`src/rtl/usb_bus_state_ctrl.sv`:
```
// -----------------------------------------------------------------------------
// usb_bus_state_ctrl
//
// Device-side USB bus-state controller sitting above the UTM. Watches the
// synchronised line state to detect bus reset, suspend and host resume,
// sequences the UTM operating mode and times the device-driven K used for
// remote wakeup. Reset/suspend/resume events go to the protocol engine.
//
// Ports
//   clk             in   1  UTM clock
//   rst             in   1  synchronous reset, active-high
//   dev_en          in   1  device enabled/attached (pull-up on)
//   utm_line_state  in   2  line state (00 SE0, 01 J, 10 K, 11 SE1), synchronised
//   wakeup_req      in   1  1-cycle remote wakeup request (already feature-gated)
//   utm_op_mode     out  2  UTM op mode (00 NORMAL, 01 NONDRIVE, 10 DISABLE)
//   rwake_drive     out  1  datapath holds K on the bus while high
//   bus_reset       out  1  1-cycle pulse per detected bus reset
//   suspend         out  1  level, high while suspended
//   resume          out  1  1-cycle pulse on leaving suspend (host or remote)
//
// All outputs are registered and change the cycle after their condition.
// -----------------------------------------------------------------------------
module usb_bus_state_ctrl #(
    parameter int unsigned RESET_CYC      = 120,
    parameter int unsigned SUSPEND_CYC    = 144000,
    parameter int unsigned RWAKE_IDLE_CYC = 240000,
    parameter int unsigned RWAKE_CYC      = 96000
) (
    input  logic       clk,
    input  logic       rst,
    input  logic       dev_en,
    input  logic [1:0] utm_line_state,
    input  logic       wakeup_req,
    output logic [1:0] utm_op_mode,
    output logic       rwake_drive,
    output logic       bus_reset,
    output logic       suspend,
    output logic       resume
);

    localparam int unsigned MAX_A   = (RESET_CYC > SUSPEND_CYC) ? RESET_CYC : SUSPEND_CYC;
    localparam int unsigned MAX_B   = (RWAKE_IDLE_CYC > RWAKE_CYC) ? RWAKE_IDLE_CYC : RWAKE_CYC;
    localparam int unsigned MAX_CYC = (MAX_A > MAX_B) ? MAX_A : MAX_B;
    localparam int unsigned CW      = $clog2(MAX_CYC + 1);

    localparam logic [CW-1:0] RESET_LIM  = CW'(RESET_CYC);
    localparam logic [CW-1:0] SUSP_LIM   = CW'(SUSPEND_CYC);
    localparam logic [CW-1:0] IDLE_LIM   = CW'(RWAKE_IDLE_CYC);
    localparam logic [CW-1:0] RWAKE_LAST = CW'(RWAKE_CYC - 1);

    localparam logic [1:0] LS_SE0 = 2'b00;
    localparam logic [1:0] LS_J   = 2'b01;
    localparam logic [1:0] LS_K   = 2'b10;

    localparam logic [1:0] OM_NORMAL   = 2'b00;
    localparam logic [1:0] OM_NONDRIVE = 2'b01;
    localparam logic [1:0] OM_DISABLE  = 2'b10;

    typedef enum logic [2:0] {
        StDetached,
        StActive,
        StSuspended,
        StRwake,
        StResuming
    } state_e;

    state_e        state_q;
    logic [1:0]    line_q;   // line state seen on the previous cycle
    logic [CW-1:0] cnt_q;    // run length of the line state (saturates at SUSP_LIM)
    logic [CW-1:0] tmr_q;    // suspend / remote-wakeup duration timer
    logic          pend_q;   // remote wakeup requested before it was allowed

    logic          line_chg;
    logic [CW-1:0] cnt_inc;
    logic [CW-1:0] run_len;
    logic [CW-1:0] tmr_inc;
    logic          se0_reset;
    logic          j_idle;

    // run_len is the length of the current run including this cycle's sample.
    // Because it saturates above RESET_LIM, the SE0 match fires once per episode.
    assign line_chg  = (utm_line_state != line_q);
    assign cnt_inc   = (cnt_q >= SUSP_LIM) ? SUSP_LIM : cnt_q + CW'(1);
    assign run_len   = line_chg ? CW'(1) : cnt_inc;
    assign tmr_inc   = (tmr_q == {CW{1'b1}}) ? tmr_q : tmr_q + CW'(1);
    assign se0_reset = (utm_line_state == LS_SE0) && (run_len == RESET_LIM);
    assign j_idle    = (utm_line_state == LS_J) && (run_len == SUSP_LIM);

    always_ff @(posedge clk) begin
        if (rst) begin
            state_q     <= StDetached;
            line_q      <= LS_SE0;
            cnt_q       <= '0;
            tmr_q       <= '0;
            pend_q      <= 1'b0;
            utm_op_mode <= OM_NONDRIVE;
            rwake_drive <= 1'b0;
            bus_reset   <= 1'b0;
            suspend     <= 1'b0;
            resume      <= 1'b0;
        end else begin
            bus_reset <= 1'b0;
            resume    <= 1'b0;
            line_q    <= utm_line_state;
            cnt_q     <= run_len;

            if (!dev_en) begin
                state_q     <= StDetached;
                cnt_q       <= '0;
                tmr_q       <= '0;
                pend_q      <= 1'b0;
                utm_op_mode <= OM_NONDRIVE;
                rwake_drive <= 1'b0;
                suspend     <= 1'b0;
            end else begin
                unique case (state_q)
                    StDetached: begin
                        // Count line activity only from the first attached cycle.
                        state_q     <= StActive;
                        utm_op_mode <= OM_NORMAL;
                        cnt_q       <= '0;
                    end

                    StActive: begin
                        if (se0_reset) begin
                            bus_reset <= 1'b1;
                        end else if (j_idle) begin
                            state_q <= StSuspended;
                            suspend <= 1'b1;
                            tmr_q   <= '0;
                            pend_q  <= 1'b0;
                        end
                    end

                    StSuspended: begin
                        tmr_q <= tmr_inc;
                        if (utm_line_state == LS_K) begin
                            state_q <= StResuming;
                            suspend <= 1'b0;
                            resume  <= 1'b1;
                            pend_q  <= 1'b0;
                        end else if (se0_reset) begin
                            state_q   <= StActive;
                            suspend   <= 1'b0;
                            bus_reset <= 1'b1;
                            pend_q    <= 1'b0;
                        end else if ((wakeup_req || pend_q) && (tmr_q >= IDLE_LIM)) begin
                            state_q     <= StRwake;
                            utm_op_mode <= OM_DISABLE;
                            rwake_drive <= 1'b1;
                            suspend     <= 1'b0;
                            resume      <= 1'b1;
                            tmr_q       <= '0;
                        end else if (wakeup_req) begin
                            pend_q <= 1'b1;
                        end
                    end

                    StRwake: begin
                        // We are driving K ourselves; the line tells us nothing.
                        tmr_q <= tmr_inc;
                        cnt_q <= '0;
                        if (tmr_q == RWAKE_LAST) begin
                            state_q     <= StResuming;
                            utm_op_mode <= OM_NORMAL;
                            rwake_drive <= 1'b0;
                            pend_q      <= 1'b0;
                        end
                    end

                    StResuming: begin
                        // Host ends resume with an EOP (SE0 then J).
                        if ((utm_line_state == LS_SE0) || (utm_line_state == LS_J)) begin
                            state_q <= StActive;
                            cnt_q   <= '0;
                            tmr_q   <= '0;
                        end
                    end

                    default: begin
                        state_q     <= StDetached;
                        utm_op_mode <= OM_NONDRIVE;
                        rwake_drive <= 1'b0;
                        suspend     <= 1'b0;
                        pend_q      <= 1'b0;
                    end
                endcase
            end
        end
    end

endmodule

```
`config.mk`:
```
export PLATFORM = sky130hd
export DESIGN_NAME = usb_bus_state_ctrl
export DESIGN_NICKNAME = d
export VERILOG_FILES = /design/src/rtl/usb_bus_state_ctrl.sv
export SDC_FILE = /design/constraint.sdc
export NUM_CORES = 1
export LEC_CHECK = 0
export CORE_ASPECT_RATIO = 1.25
export CORE_UTILIZATION = 40
export DETAILED_ROUTE_END_ITERATION = 6
export HOLD_SLACK_MARGIN = 0.08
export PLACE_DENSITY_LB_ADDON = 0.2
export SYNTH_ARGS = -nofsm -noshare
export SYNTH_HDL_FRONTEND = slang
export SYNTH_SLANG_ARGS = --single-unit
```
`constraint.sdc`:
```
create_clock -name clk -period 3.52 [get_ports clk]
set_input_delay 0.704 -clock clk [delete_from_list [all_inputs] [get_ports clk]]
set_output_delay 0.704 -clock clk [all_outputs]
set_load 0.01 [all_outputs]
```
==> reports/qor.yml <==
status: "complete, no violations"
antenna_left: 0
worstMarginPinSlew_ns: 0.523
cts_tree: "yes"
slew_violations: 0
worstHoldPathType: "reg -> reg"
crit_type: "reg -> reg"
yosys_warnings: 0
grt_pass1_vias: 2278
grt_overflow: 0
firstDrtPassIters: 4
finClkSkew_ns: 0.0110
num_vias: 2516
track_usage_pct: 18.0
async_flop_share_pct: 0
rsz0062_at_grt: "no"
drive_gt1_share_pct: 7.12
synth_edf_count: 0
nFillCells: 709
cp-start-kind: "flip-flop"
grt_max_degree: 19
worstPathRequired_ns: 3.69
final_area_um2: 3100
final_cell_mix: "dfxtp_1, nor2_1, a21oi_1"
dr.first_iter.drc_count: 170
end_kind: "flip-flop"
fmax_ghz: 0.327
p_leak_nw: 0.915
grt_antenna_before_repair: 0
ys_seq_elements: 48
initial_utilization_pct: 42.2
io_pins: 12
wl_per_cell_um: 13.9
cts_made_buffers: 5
syn_avg_cell_area_um2: 7.97
die_h_um: 95.9
layout_commonest_cell: "dfxtp_1"
clock_latency_ns: 0.30
antennaDiodeCount: 0
setup_tns_ns: 0
viasPerCell: 5.57
drc_errors: 0
synth_area_um2: 2820
slew_headroom_pct: 65.1
postCtsHoldBufs: 0
clockBufferDepth: 2
io_buffer_count: 11
post_cts_buffers: 0
power_w: 0.000928
htree_levels: 2
final-hold-violation-count: 0
critPathArrivalTime_ns: 3.23
grt_pass1_wl_um: 10800
finalWorstSetupSlack_ns: 0.458
synth_seq_area_share_pct: 34.1
clock-root-buffer: "clkbuf_8"
drv_cap: 0
post_dp_cell_area_um2: 3020
seq_area_um2: 961
die-area_um2: 7390
dp_slack_ns: 0.151
rows: 33
worstPathMaxFanout: 18
ir_worst_vdd_mv: 0.150
die_w_um: 77.1
ys.flop_type: "dfxtp_1"
multi_input_area_um2: 1740
area_growth_pct: 9.85
numClockSinks: 48
hpwlAfterDp_um: 4670
syn_inst: 354
routabilityCongestion: 0.815
synth.distinct_cells: 60
cts_resized: 0
clkTransAtPathRegs_ns: 0.09
drt_wl_total_um: 6290
period_share_pct: 87.0
min_period_ns: 3.06
setup_viol: 0
core_area_um2: 6690
nets: 375
synth_nets: 364
pwr_density_cell_nw_per_um2: 300
synthesized netlist by cell type (5+ instances only):
cell,n,area share (%)
a21oi_1,28,5.0
and3_1,5,1.1
clkbuf_1,7,0.93
dfxtp_1,48,34
inv_1,14,1.9
nand2_1,17,2.3
nand2b_1,7,1.6
nand3_1,21,3.7
nand4_1,10,2.2
nor2_1,47,6.3
nor2b_1,9,2.0
nor3_1,13,2.3
o21ai_0,18,3.2
or3_1,8,1.8
or4_1,5,1.3
xnor2_1,20,6.2
xor2_1,5,1.6
metrics by stage:
stage,std cells,hold WS [ns],util [%]
global placement,445,0.466,45.2
detailed placement,445,0.468,45.2
floorplan,354,0.453,-
finish,452,0.480,46.3
CTS,452,0.480,46.3
global route,452,0.501,46.3
power by group:
part / total (W) / internal, W / switching, W
Combinational: 0.0000595 / 0.0000250 / 0.0000345
Clock: 0.000316 / 0.000136 / 0.000181
Sequential: 0.000552 / 0.000547 / 0.00000527
Total: 0.000928 / 0.000708 / 0.000220
final timing paths:
path | startpoint | endpoint | slack (ns) | cells after the start
worst max-delay path | cnt_q[0]$_SDFF_PP0_ | tmr_q[14]$_SDFFE_PP0P_ | 0.46 | 10
worst min-delay path | tmr_q[1]$_SDFFE_PP0P_ | tmr_q[1]$_SDFFE_PP0P_ | 0.48 | 2
worst max register to register | cnt_q[0]$_SDFF_PP0_ | tmr_q[14]$_SDFFE_PP0P_ | 0.46 | 10
worst min register to register | tmr_q[1]$_SDFFE_PP0P_ | tmr_q[1]$_SDFFE_PP0P_ | 0.48 | 2
state kept, by name (all words and copies together) (netlist names):
register	flops
bus_reset	1
cnt_q	18
line_q	2
pend_q	1
resume	1
rwake_drive	1
state_q	3
suspend	1
tmr_q	18
utm_op_mode	2
routing by layer:
metal	up-vias	part of all wire, %	track usage [%]
li1	1306	-	-
met1	1176	49	23.2
met2	27	48	31.2
met3	7	2.3	2.65
met4	0	1.1	5.35
met5	-	0	0
cell families (layout without fill, tap and decap cells):
kind of cell	Yosys count	after routing	synth area share, %
buf+inv	28	39	4.39
flops	48	48	34.1
xor+xnor	25	25	7.76
mux	1	1	0.355
simple gates	166	166	31.5
compound gates	82	82	20.1
fa+ha+maj	4	4	1.77
critical path: stages (launching register included):
cell and delay [ns]:
dfxtp_1 0.40, ha_1 0.27, nand4_1 0.16, buf_4 0.21
nor4_1 0.32, xnor2_1 0.19, o2111a_1 0.31, nand4_2 0.12
and2_0 0.30, a22oi_4 0.53, nor3_1 0.12
area by class of cell:
| cell class | count | area share (%) |
|---|---|---|
| clock buffer | 6 | 2.34 |
| clock inverter | 1 | 0.162 |
| inverter | 14 | 1.70 |
| multi-input combinational | 278 | 56.0 |
| sequential | 48 | 31.0 |
| tap | 87 | 3.51 |
| timing repair buffer | 18 | 5.25 |
Power figures use the tool's default switching activity.
